### config.mk
export PLATFORM = sky130hd
export DESIGN_NAME = fnd_bcd_scan_ctrl
export DESIGN_NICKNAME = d
export VERILOG_FILES = /design/src/rtl/fnd_pkg.sv /design/src/rtl/seg7_hex_dec.sv /design/src/rtl/fnd_bcd_scan_ctrl.sv
export SDC_FILE = /design/constraint.sdc
export NUM_CORES = 1
export LEC_CHECK = 0
export BUFFER_PORTS_ARGS = -buffer_cell sky130_fd_sc_hd__buf_2
export CORE_MARGIN = 1.5
export CORE_UTILIZATION = 52
export DETAILED_ROUTE_END_ITERATION = 8
export PLACE_DENSITY = 0.86
export SKIP_LAST_GASP = 1
export SLEW_MARGIN = 20
export SYNTH_ARGS = -nofsm -noshare
export SYNTH_HDL_FRONTEND = slang
export SYNTH_SLANG_ARGS = --single-unit
### constraint.sdc
create_clock -name clk -period 2.02 [get_ports clk]
set_input_delay 0.202 -clock clk [delete_from_list [all_inputs] [get_ports clk]]
set_output_delay 0.202 -clock clk [all_outputs]
set_load 0.01 [all_outputs]
### src/rtl/fnd_pkg.sv
// Shared types and constants for the BCD scan display controller.
package fnd_pkg;

  typedef enum logic [1:0] {
    ST_IDLE  = 2'd0,
    ST_SHIFT = 2'd1,
    ST_DONE  = 2'd2
  } state_e;

  localparam logic [7:0] SEG_BLANK = 8'hFF;
  localparam logic [7:0] SEG_DASH  = 8'hBF;

  // Active-low pgfe_dcba patterns, entry 15 first.
  localparam logic [15:0][7:0] HEX_SEG = {
    8'h8E, 8'h86, 8'hA1, 8'hC6, 8'h83, 8'h88, 8'h90, 8'h80,
    8'hF8, 8'h82, 8'h92, 8'h99, 8'hB0, 8'hA4, 8'hF9, 8'hC0
  };

  function automatic logic [63:0] pow10(input int n);
    logic [63:0] p;
    p = 64'd1;
    for (int i = 0; i < n; i++) p = p * 64'd10;
    return p;
  endfunction

endpackage

### src/rtl/seg7_hex_dec.sv
// Combinational 4-bit to active-low 7-segment pattern decoder.
module seg7_hex_dec
  import fnd_pkg::*;
(
  input  logic [3:0] hex_i,
  output logic [7:0] seg_o
);

  assign seg_o = HEX_SEG[hex_i];

endmodule

### src/rtl/fnd_bcd_scan_ctrl.sv
// Sequential double-dabble binary-to-BCD converter with a multiplexed
// common-anode 7-segment scan driver.
module fnd_bcd_scan_ctrl
  import fnd_pkg::*;
#(
  parameter int BIN_W       = 14,
  parameter int DIGITS      = 4,
  parameter int REFRESH_CNT = 100000,
  parameter int BLANK_LZ    = 1
) (
  input  logic                  clk,
  input  logic                  reset_p,
  input  logic [BIN_W-1:0]      bin,
  input  logic                  load,
  output logic                  busy,
  output logic                  valid,
  output logic                  overflow,
  output logic [4*DIGITS-1:0]   bcd,
  output logic [7:0]            seg_7,
  output logic [DIGITS-1:0]     com
);

  localparam int SW = 4 * DIGITS;
  localparam int CW = $clog2(BIN_W + 1);
  localparam int RW = (REFRESH_CNT > 2) ? $clog2(REFRESH_CNT) : 1;
  localparam int IW = (DIGITS > 1) ? $clog2(DIGITS) : 1;
  localparam logic [63:0] MAX_VAL = pow10(DIGITS) - 64'd1;

  state_e           state_q;
  logic [BIN_W-1:0] shreg_q, shreg_d;
  logic [SW-1:0]    scr_q, scr_d, scr_adj;
  logic [CW-1:0]    cnt_q;
  logic             ovf_pend_q, ovf_q, valid_q, busy_q;
  logic [SW-1:0]    bcd_q;

  // Add-3 correction on every nibble, then shift the whole register pair;
  // bits leaving the top of the scratch are dropped (mod 10^DIGITS).
  always_comb begin
    scr_adj = '0;
    for (int i = 0; i < DIGITS; i++)
      scr_adj[4*i +: 4] = (scr_q[4*i +: 4] > 4'd4) ? scr_q[4*i +: 4] + 4'd3
                                                   : scr_q[4*i +: 4];
    {scr_d, shreg_d} = {scr_adj, shreg_q} << 1;
  end

  always_ff @(posedge clk) begin
    if (reset_p) begin
      state_q    <= ST_IDLE;
      shreg_q    <= '0;
      scr_q      <= '0;
      cnt_q      <= '0;
      ovf_pend_q <= 1'b0;
      ovf_q      <= 1'b0;
      valid_q    <= 1'b0;
      busy_q     <= 1'b0;
      bcd_q      <= '0;
    end else begin
      valid_q <= 1'b0;
      case (state_q)
        ST_IDLE: if (load) begin
          shreg_q    <= bin;
          scr_q      <= '0;
          cnt_q      <= CW'(BIN_W);
          ovf_pend_q <= 64'(bin) > MAX_VAL;
          busy_q     <= 1'b1;
          state_q    <= ST_SHIFT;
        end
        ST_SHIFT: begin
          scr_q   <= scr_d;
          shreg_q <= shreg_d;
          cnt_q   <= cnt_q - 1'b1;
          if (cnt_q == CW'(1)) state_q <= ST_DONE;
        end
        ST_DONE: begin
          bcd_q   <= scr_q;
          ovf_q   <= ovf_pend_q;
          valid_q <= 1'b1;
          busy_q  <= 1'b0;
          state_q <= ST_IDLE;
        end
        default: state_q <= ST_IDLE;
      endcase
    end
  end

  logic [RW-1:0]     ref_q;
  logic [IW-1:0]     idx_q, idx_d;
  logic [DIGITS-1:0] com_q, com_d;
  logic [7:0]        seg_q, seg_d, hex_seg;
  logic [3:0]        dig;
  logic              blank, zacc;

  assign idx_d = (idx_q == IW'(DIGITS - 1)) ? '0 : idx_q + 1'b1;
  assign com_d = ~(DIGITS'(1) << idx_d);

  // Pattern for the digit about to be selected, so seg_7 and com move together.
  always_comb begin
    dig   = '0;
    blank = 1'b0;
    zacc  = 1'b1;
    for (int i = DIGITS - 1; i >= 0; i--) begin
      zacc = zacc & (bcd_q[4*i +: 4] == 4'd0);
      if (idx_d == IW'(i)) begin
        dig   = bcd_q[4*i +: 4];
        blank = (BLANK_LZ != 0) && (i > 0) && zacc;
      end
    end
  end

  seg7_hex_dec u_dec (
    .hex_i (dig),
    .seg_o (hex_seg)
  );

  assign seg_d = ovf_q ? SEG_DASH : (blank ? SEG_BLANK : hex_seg);

  always_ff @(posedge clk) begin
    if (reset_p) begin
      ref_q <= '0;
      idx_q <= '0;
      com_q <= ~DIGITS'(1);
      seg_q <= HEX_SEG[0];
    end else if (ref_q == RW'(REFRESH_CNT - 1)) begin
      ref_q <= '0;
      idx_q <= idx_d;
      com_q <= com_d;
      seg_q <= seg_d;
    end else begin
      ref_q <= ref_q + 1'b1;
    end
  end

  assign busy     = busy_q;
  assign valid    = valid_q;
  assign overflow = ovf_q;
  assign bcd      = bcd_q;
  assign seg_7    = seg_q;
  assign com      = com_q;

endmodule

# After elaboration in Yosys (flattened, before gate mapping)
# Memory sizes are Yosys's and may differ from the RTL's.
# Index checks and enable logic that the tools add are counted.
# op_classes
n_eq_ne	10
add_sub_neg	7
muxes	28
bitwise	3
n_shift	1
reduce_logical	12
magnitude_cmp	6
# op_table
op	count
4-bit two-way mux	8
16-bit case mux with 2 select lines	1
14-bit case mux with 2 select lines	1
8-bit two-way mux	3
17-bit by 1-bit adder with 17-bit output (second input constant)	1
17-bit equality test (second input constant)	1
4-bit by 3-bit > comparator with 1-bit output (second input constant)	4
16-bit two-way mux	1
14-bit > comparator (second input constant)	1
14-bit two-way mux	1
4-bit by 2-bit adder with 4-bit output (second input constant)	3
4-bit logical NOT	3
2-bit equality test (second input constant)	4
4-bit case mux with 2 select lines	1
2-bit AND reduction	4
1-bit two-way mux	6
2-bit two-way mux	3
4-bit by 5-bit < comparator with 1-bit output (second input constant)	1
2-bit by 1-bit equality test with 1-bit output (second input constant)	2
4-bit by 1-bit equality test with 1-bit output (second input constant)	1
2-bit logical NOT	2
2-bit != test (second input constant)	2
4-bit inverter	1
2-bit case mux with 2 select lines	1
9 further kinds	11
# word_totals
elab_cells	81
mem_count	1
output_inout_bits	31
ff_bits	87
mem_bits_ro	128
# mem_list
memory	words	width	read_ports	rd_clocked_by_memory_dff	wr	line_no	rtl
(no name shown)	16	8	1	0	0	seg7_hex_dec.sv:9	assign seg_o = HEX_SEG[hex_i];

# Depth between registers and ports, before layout
# Gate-level depths: netlist of the first run.
# depth
ltp_word	11
ltp_mapped	11

# Modules after synthesis
# From an unflattened synthesis of the first run, not the netlist that was laid out.
# unflattened
cells_unflattened	518
area_unflattened_um2	4286.6
# by_module_without_submodules
mod	instances	area_each_um2	seq_area_each_um2	cells_each
fnd_bcd_scan_ctrl	1	4013.8	1741.7	485
seg7_hex_dec	1	272.8	0.0	33

# Worst setup path after synthesis of the first run
# OpenSTA, ideal clock, no wires.
# synth_path
path_type	register to register
start	register idx_q[0]
end	register seg_q[3], in the netlist seg_7[3]
t_required_ns	1.880
setup_ns	0.140
arrival_time_ns	2.031
stages_incl_launch_ff	11
n_path_buf	0
path_slack_ns	-0.150
cell_sequence	dfxtp_1 inv_1 ha_1 nor2_2 o211a_1 or2_2 inv_1 ha_1 and2_1 o32ai_2 a221oi_2
# synth_between
elab_chain_cells	11
word_cells_on_any_way	19
# synth_lines
item	line_no	rtl
start, declared	fnd_bcd_scan_ctrl.sv:87	logic [IW-1:0] idx_q, idx_d;
start signal, assigned	fnd_bcd_scan_ctrl.sv:125	idx_q <= idx_d;
2-bit by 1-bit adder with 2-bit output or 2-bit equality test (tied branches)	fnd_bcd_scan_ctrl.sv:93	assign idx_d = (idx_q == IW'(DIGITS - 1)) ? '0 : idx_q + 1'b1;
2-bit two-way mux *	fnd_bcd_scan_ctrl.sv:93	
2-bit equality test	fnd_bcd_scan_ctrl.sv:103	if (idx_d == IW'(i)) begin
4-bit two-way mux (4 in a row)	fnd_bcd_scan_ctrl.sv:103	
memory read 16 x 8 bit	-	
8-bit two-way mux (implied by the code)	seg7_hex_dec.sv:9	
8-bit two-way mux * (2 in a row)	fnd_bcd_scan_ctrl.sv:115	assign seg_d = ovf_q ? SEG_DASH : (blank ? SEG_BLANK : hex_seg);
end signal, assigned	fnd_bcd_scan_ctrl.sv:122	seg_q <= HEX_SEG[0];
end signal, assigned	fnd_bcd_scan_ctrl.sv:127	seg_q <= seg_d;
end, declared	fnd_bcd_scan_ctrl.sv:89	logic [7:0] seg_q, seg_d, hex_seg;
# Every way passes the cells marked *; elsewhere a longest branch is shown, timed or not. The select of a mux whose other input is x is not followed.
# A chain may end at the register's enable or synchronous reset.

# Worst setup path after layout of the first run
# layout_path
start	register idx_q[0]
end	register seg_q[6], in the netlist seg_7[6]
# The elaborated chain is that of the path after synthesis.

==> impl_results.md, run 1 <==
- Hold Buf Count CTS: 0
- Layout Nets: 593
- PD cells: 652 nW/um^2
- Via Count: 3708
- RSZ-0062 raised after global routing: yes
- Die Span Y: 91.7 um
- Worst-Skew Late Latency: 0.37 ns
- Die area: 8400 sq um
- CP Data Required Time: 2.28 ns
- Compound-Gate Fraction of Synth Area: 17.7%
- CTS tree: yes
- Critical Path Source Type: flop
- Clock Pin Slew Worst Setup and Hold Paths: 0.09 ns
- Max-cap violations: 0
- Crit path kind: reg2reg
- CP arrival: 2.39 ns
- Synth Warn #: 0
- Hold Violations, Final: 0
- Sw Pwr: 853 uW
- Inst Count DP: 640
- Tot Pwr: 3260 uW
- Cells after Synth: 493
- Largest family of logic cells by synthesized area: simple AND/OR/NAND/NOR gates
- H-tree depth: 3
- Simple-Gate Fraction of Synth Area: 24.1%
- Placer Congestion: 0.848
- Clock network power share: 39.3%
- Slew headroom: 32.4%
- Post-synth ARST share: 0%
- Flop pwr share: 54.4%
- Comb pwr share: 6.3%
- Switching share of power: 26.2%
- Util after Layout: 65.0%
- Post-synth EDFFs: 0
- Placeable Area: 7690 sq um
- CP Capture Type: flop
- Post-synthesis adder-cell area fraction: 5.51%
- Worst-Margin Slew: 1.01 ns
- # clock sinks: 86
- Detailed Place HPWL: 6560 um
- First-pass GRT wire length: 15600 um
- Post-route cell area: 5000 sq um
- Total grt overflow: 0
- Residual DRC: 0
- Fillers: 618
- Syn_nets: 528
- Syn Area/Cell: 8.29 sq um
- Status: finished with violations
- Placed inst area: 4560 sq um
- Worst Path Max Fanout: 7
- Crit share post-route: 105%
- Port Buffer Count: 46
- Highest Clock Rate: 470 MHz
- Final non-filler cell total: 665
- Wirelength per Cell: 14.8 um
- Internal power: 2410 uW
- Pin count of the biggest net entering global routing: 36
- Vias per inst: 5.58
- Synth Area in XOR/XNOR: 4.50%
- Final WL: 9860 um
- Starting DRC count in detailed routing: 180
- Setup violators final: 6
- Layout cells sized above 1: 24.3%
- Routed Antenna Nets: 0
- GRT Total Usage: 23.0%
- Pins Over Slew Limit: 0
- Failing checks: negative setup slack
- Initial antenna violation count: 0
- Cell variety after synth: 59
- ANT cells: 0
- Rows: 32
- Initial core utilization: 53.2%
- Max VDD drop: 586 uV
- Mux cell area share after synthesis: 0.734%
- I/O Pins: 48
- Ys flop type: dfxtp_1
- Static Leak: 0.00200 uW
- Most frequent cells in the layout: nand2_1 (88), dfxtp_1 (84), nor2_1 (53)
- Worst setup margin: -0.109 ns
- Place WS: -0.201 ns
- Area growth, synth to finish: 22.3%
- Final min period: 2.13 ns
- Num CTS Buffers: 9
- Post-synthesis register bit count: 86
- Number of global-route vias before repair: 3392
- Root Driver: clkbuf_8
- Most common cell after layout, fill and taps aside: nand2_1
- R2R setup slack: -0.11 ns
- Setup Skew: 0.0133 ns
- Tightest Hold Check Type: in2reg
- Clk buf depth: 2
- Seq/Total Area, Yosys: 42.1%
- Die Width: 91.7 um
- TritonRoute pass-1 iters: 5
- Mapped Area: 4090 sq um
-- sequential cells by signal, summed over array words and instances (netlist names) --
register    flops
bcd            16
busy            1
cnt_q           4
com             4
idx_q           2
overflow        1
ovf_pend_q      1
ref_q          17
scr_q          16
seg_7           7
shreg_q        14
state_q         2
valid           1
-- timing repair --
item / CTS / global route
cloned: 0 / 1
pin swaps: 6 / 14
buffers inserted: 3 / 5
hold endpoints to repair: 0 / 0
resized for setup: 16 / 19
endpoints found under the setup margin: 7 / 7
-- metal layers --
layer / vias up / global-route usage, % / part of all wire [%]
met5: - / 0 / 0
li1: 1835 / - / -
met1: 1751 / 27.5 / 43
met3: 22 / 4.48 / 4.1
met2: 100 / 39.9 / 50
met4: 0 / 10.3 / 2.3
-- area by class of cell --
type,count,area [sq um],area share [%]
Multi-Input combinational cell,358,2350,47.0
Sequential cell,86,1730,34.6
Timing Repair Buffer,78,485,9.71
Tap cell,102,128,2.55
Clock buffer,9,124,2.48
Inverter,25,104,2.08
Clock inverter,7,80.1,1.60
-- critical path, cell delays in order, from the launching register on --
cell,delay [ns]
dfxtp_4,0.42
inv_4,0.06
ha_4,0.18
buf_4,0.15
nor3b_4,0.15
a311o_2,0.47
o21ai_1,0.17
o22ai_1,0.09
a221o_1,0.32
-- through the flow --
stage,TNS [ns],hold slack (ns)
after floorplan,-0.104,0.342
after global placement,-0.373,0.443
after detailed placement,-0.940,0.446
after CTS,-0.0143,0.0904
after global routing,-0.807,0.0987
final,-0.297,0.103
-- power groups by stage --
stage / logic, uW / registers [uW] / clock network, uW
after detailed placement: 205 / 1810 / 0
after global routing: 234 / 1780 / 1370
after CTS: 206 / 1770 / 1290
final: 206 / 1770 / 1280
after global placement: 196 / 1810 / 0
after floorplan: 149 / 1810 / 0
-- worst paths after layout --
kind | cells after the start | startpoint | to
setup / recovery | 8 | idx_q[0] | seg_7[6]
hold / removal | 3 | bin[0] | shreg_q[0]
setup reg to reg | 8 | idx_q[0] | seg_7[6]
hold reg to reg | 2 | busy | busy
-- kinds of logic (layout without fill, tap and decap cells) --
logic type,Yosys count,count (layout)
adder cells (fa/ha/maj),18,18
multiplexers,3,3
flip-flops,86,86
XOR/XNOR,21,21
AO/OA/AOI/OAI,102,103
other,1,1
buffers and inverters,50,119
AND/OR/NAND/NOR,212,212
-- cells in the mapped netlist (9+ instances only) --
| library cell | instances | area [sq um] |
|---|---|---|
| a311oi_1 | 14 | 123 |
| nand3_1 | 14 | 70.1 |
| xor2_1 | 9 | 78.8 |
| xnor2_1 | 12 | 105 |
| nor3_1 | 14 | 70.1 |
| a21oi_1 | 34 | 170 |
| o21ai_0 | 20 | 100 |
| inv_1 | 24 | 90.1 |
| dfxtp_1 | 86 | 1720 |
| clkbuf_1 | 16 | 60.1 |
| nor2_1 | 53 | 199 |
| ha_1 | 18 | 225 |
| nand2_1 | 88 | 330 |
(Power assumes the default switching activity.)
==> run 2, diff against run 1 <==
- BUFFER_PORTS_ARGS: -buffer_cell sky130_fd_sc_hd__buf_2 -> not set
- CORE_UTILIZATION: 52 -> 57
- DONT_BUFFER_PORTS: not set -> 1
==> run 2 against run 1 <==
Net effect:
- the run still ends with negative setup slack left
- worst setup slack better by 0.018 ns
- sequential share of layout area is 1.6 points higher
- non-clock buffer count is 37 lower
- first-iteration DRC count is 1.7% higher
==> impl_results.md, run 2 (synthesized netlist as in run 1, its figures left out) <==
- Util after Layout: 69.6%
- Inst Count DP: 594
- Worst setup margin: -0.0911 ns
- Total Neg Setup Slack: -0.426 ns
- CP Capture Type: flop
- Rows: 30
- ANT cells: 0
- Die Width: 87.7 um
- Placer Congestion: 0.908
- Routed Antenna Nets: 0
- CTS tree: yes
- R2R setup slack: -0.09 ns
- Slowest stage cell, crit path: dfxtp_4
- Clk buf depth: 2
- Worst-Skew Late Latency: 0.36 ns
- Most common cell after layout, fill and taps aside: nand2_1
- Critical R2R Capture: seg_7[3]
- Pins Over Slew Limit: 0
- TritonRoute pass-1 iters: 4
- # clock sinks: 86
- Final WL: 9880 um
- Highest Clock Rate: 474 MHz
- Worst-Margin Slew: 0.664 ns
- Final min period: 2.11 ns
- Top reg by flops: ref_q
- Total grt overflow: 0
- GRT Total Usage: 26.4%
- Number of global-route vias before repair: 3393
- Most frequent cells in the layout: nand2_1 (88), dfxtp_1 (84), nor2_1 (52)
- Root Driver: clkbuf_8
- Failing checks: negative setup slack
- Die area: 7690 sq um
- CP Data Required Time: 2.26 ns
- Area growth, synth to finish: 16.9%
- Max reg flops: 17
- Worst hold slack: 0.000292 ns
- Critical Path Source Type: flop
- Die Span Y: 87.7 um
- WHS Path Cells: 2
- Final non-filler cell total: 621
- Min-Delay Endpoint: shreg_q[4]
- I/O Pins: 48
- Largest stage delay, worst path: 0.37 ns
- Path depth of the worst reg2reg path: 11
- Setup Skew: 0.0115 ns
- Detailed Place HPWL: 6480 um
- Vias per inst: 5.71
- PD cells: 677 nW/um^2
- Placeable Area: 6870 sq um
- Num CTS Buffers: 9
- Residual DRC: 0
- Delay-heaviest family, CP: compound AO/OA/AOI/OAI gates
- Worst R2R Start: idx_q[0]
- Via Count: 3544
- Port Buffer Count: 0
- Setup violators final: 6
- CP arrival: 2.35 ns
- Place WS: -0.239 ns
- Initial antenna violation count: 0
- Status: finished with violations
- H-tree depth: 3
- Buf+Inv Stages, Crit Path: 3
- Starting DRC count in detailed routing: 183
- Max VDD drop: 450 uV
- Layout Nets: 555
- First-pass GRT wire length: 15800 um
- Critical Path, Cell by Cell: buf_6, ha_4, buf_4, nand2_1, o211a_1, or2_4, inv_4, ha_1, and2_4, o32ai_2, a221oi_2
- Worst Path Max Fanout: 6
- Pin count of the biggest net entering global routing: 53
- Slew headroom: 55.7%
- RSZ-0062 raised after global routing: yes
- Layout cells sized above 1: 16.4%
- Max-cap violations: 0
- Number of cells on the critical path: 11
- Static Leak: 0.00181 uW
- Initial core utilization: 59.5%
- Hold Startpoint: bin[4]
- Tightest Hold Check Type: in2reg
- Crit share post-route: 105%
- Clock Pin Slew Worst Setup and Hold Paths: 0.09 ns
- Crit path kind: reg2reg
- Hold Violations, Final: 0
- Wirelength per Cell: 15.9 um
[run 2: area by class of cell]
class	count	area, sq um
Clock buffer	10	138
Multi-Input combinational cell	357	2280
Tap cell	96	120
Fill cell	506	2090
Timing Repair Buffer	41	344
Inverter	25	101
Clock inverter	6	70.1
Sequential cell	86	1730
[run 2: power breakdown]
part	leakage (uW)	switching (uW)	internal [uW]
clock network	0.000107	639	614
logic	0.00101	124	80.2
registers	0.000700	36.5	1740
[run 2: worst max path at each step]
stage	startpoint	endpoint	slack, ns
finish	idx_q[0]	seg_7[3]	-0.09
global route	idx_q[0]	seg_7[4]	-0.18
CTS	idx_q[0]	seg_7[2]	-0.03
detailed placement	idx_q[1]	seg_7[6]	-0.24
global placement	idx_q[1]	seg_7[6]	-0.07
floorplan	idx_q[0]	seg_7[6]	-0.04
[run 2: per-stage QoR]
stage          power (uW)  instance area [sq um]
2_1_floorplan        1960                   4140
3_3_place_gp         1970                   4370
3_5_place_dp         1990                   4370
4_1_cts              3240                   4770
5_1_grt              3340                   4780
6_report             3230                   4780
[run 2: repair_timing]
| action | CTS | global route |
|---|---|---|
| pin swaps | 10 | 2 |
| endpoints found under the hold margin | 52 | 0 |
| endpoints found under the setup margin | 7 | 7 |
| buffers inserted | 2 | 0 |
| hold buffers | 9 | 0 |
| resized for setup | 18 | 2 |
[run 2: layer usage]
metal	up-vias	global-route usage (%)	wire, um
li1	1752	-	-
met1	1699	30.4	4210
met2	75	46.1	5000
met3	18	6.97	452
met4	0	11.8	221
met5	-	0	0
==> run 3, diff against run 2 <==
- MAX_ROUTING_LAYER: not set -> met4
- TNS_END_PERCENT: not set -> 20
==> run 3 against run 2 <==
Net effect:
- the run still ends with negative setup slack left
- die area did not move
- flip-flop and latch count did not move
- clock-buffer cell count did not move
- global-route usage rose by 1.6 points
- largest power group unchanged
==> impl_results.md, run 3 (synthesized netlist as in run 1, its figures left out) <==
- Status: finished with violations
- Failing checks: negative setup slack
- Final min period: 2.12 ns
- First-pass GRT wire length: 16200 um
- Layout cells sized above 1: 16.8%
- Clk buf depth: 2
- # clock sinks: 86
- Setup Skew: 0.0133 ns
- Die area: 7690 sq um
- Rows: 30
- Initial core utilization: 59.5%
- CP Capture Type: flop
- WL met3: 676 um
- I/O Pins: 48
- Crit share post-route: 105%
- ANT cells: 0
- Pin count of the biggest net entering global routing: 53
- GRT Total Usage: 28.0%
- Port Buffer Count: 0
- Top reg by flops: ref_q
- Die Span Y: 87.7 um
- Most common cell after layout, fill and taps aside: nand2_1
- Highest Clock Rate: 471 MHz
- RSZ-0062 raised after global routing: yes
- Slew headroom: 55.0%
- CP Data Required Time: 2.26 ns
- Static Leak: 0.00183 uW
- Wirelength per Cell: 15.8 um
- Clock Pin Slew Worst Setup and Hold Paths: 0.09 ns
- Layout Nets: 559
- Number of global-route vias before repair: 3467
- Critical Path Source Type: flop
- Inst Count DP: 594
- Hold Violations, Final: 0
- Routed Antenna Nets: 0
- Final WL: 9860 um
- Placeable Area: 6870 sq um
- CP arrival: 2.36 ns
- Pins Over Slew Limit: 0
- Via Count: 3623
- Max VDD drop: 410 uV
- Most frequent cells in the layout: nand2_1 (88), dfxtp_1 (84), nor2_1 (52)
- Worst-Skew Late Latency: 0.36 ns
- Max-cap violations: 0
- Max reg flops: 17
- Worst-Margin Slew: 0.675 ns
- Starting DRC count in detailed routing: 206
- Vias per inst: 5.80
- Worst setup margin: -0.104 ns
- Crit path kind: reg2reg
- H-tree depth: 3
- Worst Path Max Fanout: 7
- Initial antenna violation count: 0
- Setup violators final: 7
- Area growth, synth to finish: 18.1%
- Highest Signal Layer: met4
- Final non-filler cell total: 625
- WL met2: 4860 um
- PD cells: 667 nW/um^2
- Met1 wire length: 4110 um
- Tot Pwr: 3220 uW
- Residual DRC: 0
- Num CTS Buffers: 9
- Placer Congestion: 0.891
- TritonRoute pass-1 iters: 5
- Root Driver: clkbuf_8
- Total grt overflow: 0
- Detailed Place HPWL: 6350 um
- Die Width: 87.7 um
- Tightest Hold Check Type: in2reg
- CTS tree: yes
==> run 3: critical path: stages, from the launching register on <==
cell and delay [ns]:
dfxtp_4 0.37, buf_6 0.12, ha_4 0.17, nand3b_1 0.16, a221o_2 0.47, ha_1 0.22, and2_4 0.14, a21oi_1 0.26
a221oi_2 0.09
==> run 3: cell type report <==
cell class              count  area [sq um]
repair buffers             45           389
multi-input cells         357          2290
flip-flops and latches     86          1730
clock buffers              10           128
well taps                  96           120
clock inverters             6          68.8
inverters                  25           104
fillers                   490          2040
==> run 3: what timing repair did <==
action / CTS / global route
setup endpoints to repair: 7 / 7
hold buffers: 12 / 0
setup buffers: 2 / 1
pin swaps: 9 / 9
hold endpoints to repair: 52 / 0
resized for setup: 16 / 12
==> run 3: through the flow <==
| stage | setup slack [ns] | TNS (ns) | hold WS (ns) | instance area, sq um | util (%) |
|---|---|---|---|---|---|
| after floorplan | -0.0435 | -0.136 | 0.342 | 4140 | - |
| after global placement | -0.0898 | -0.430 | 0.276 | 4370 | 63.6 |
| after detailed placement | -0.130 | -0.733 | 0.277 | 4370 | 63.6 |
| after CTS | -0.0432 | -0.114 | 0.00379 | 4770 | 69.4 |
| after global routing | -0.171 | -0.962 | 0.0181 | 4830 | 70.3 |
| final | -0.104 | -0.447 | 0.0142 | 4830 | 70.3 |
==> run 3: power breakdown <==
part / internal (uW) / switching [uW]
registers: 1740 / 36.6
logic: 83.4 / 131
clock network: 581 / 647
total: 2400 / 815
==> run 3: per-layer routing <==
| layer | vias to the layer above | track usage, % |
|---|---|---|
| met5 | - | - |
| met4 | 0 | 12.6 |
| met3 | 22 | 6.69 |
| met2 | 118 | 45.8 |
| met1 | 1725 | 32.7 |
| li1 | 1758 | - |
==> run 3: worst paths after layout <==
check                    from          end  slack, ns  cells after the start
setup / recovery     idx_q[0]     seg_7[2]      -0.10                      8
hold / removal         bin[8]   shreg_q[8]       0.01                      2
setup reg to reg     idx_q[0]     seg_7[2]      -0.10                      8
hold reg to reg   shreg_q[13]  shreg_q[13]       0.46                      2
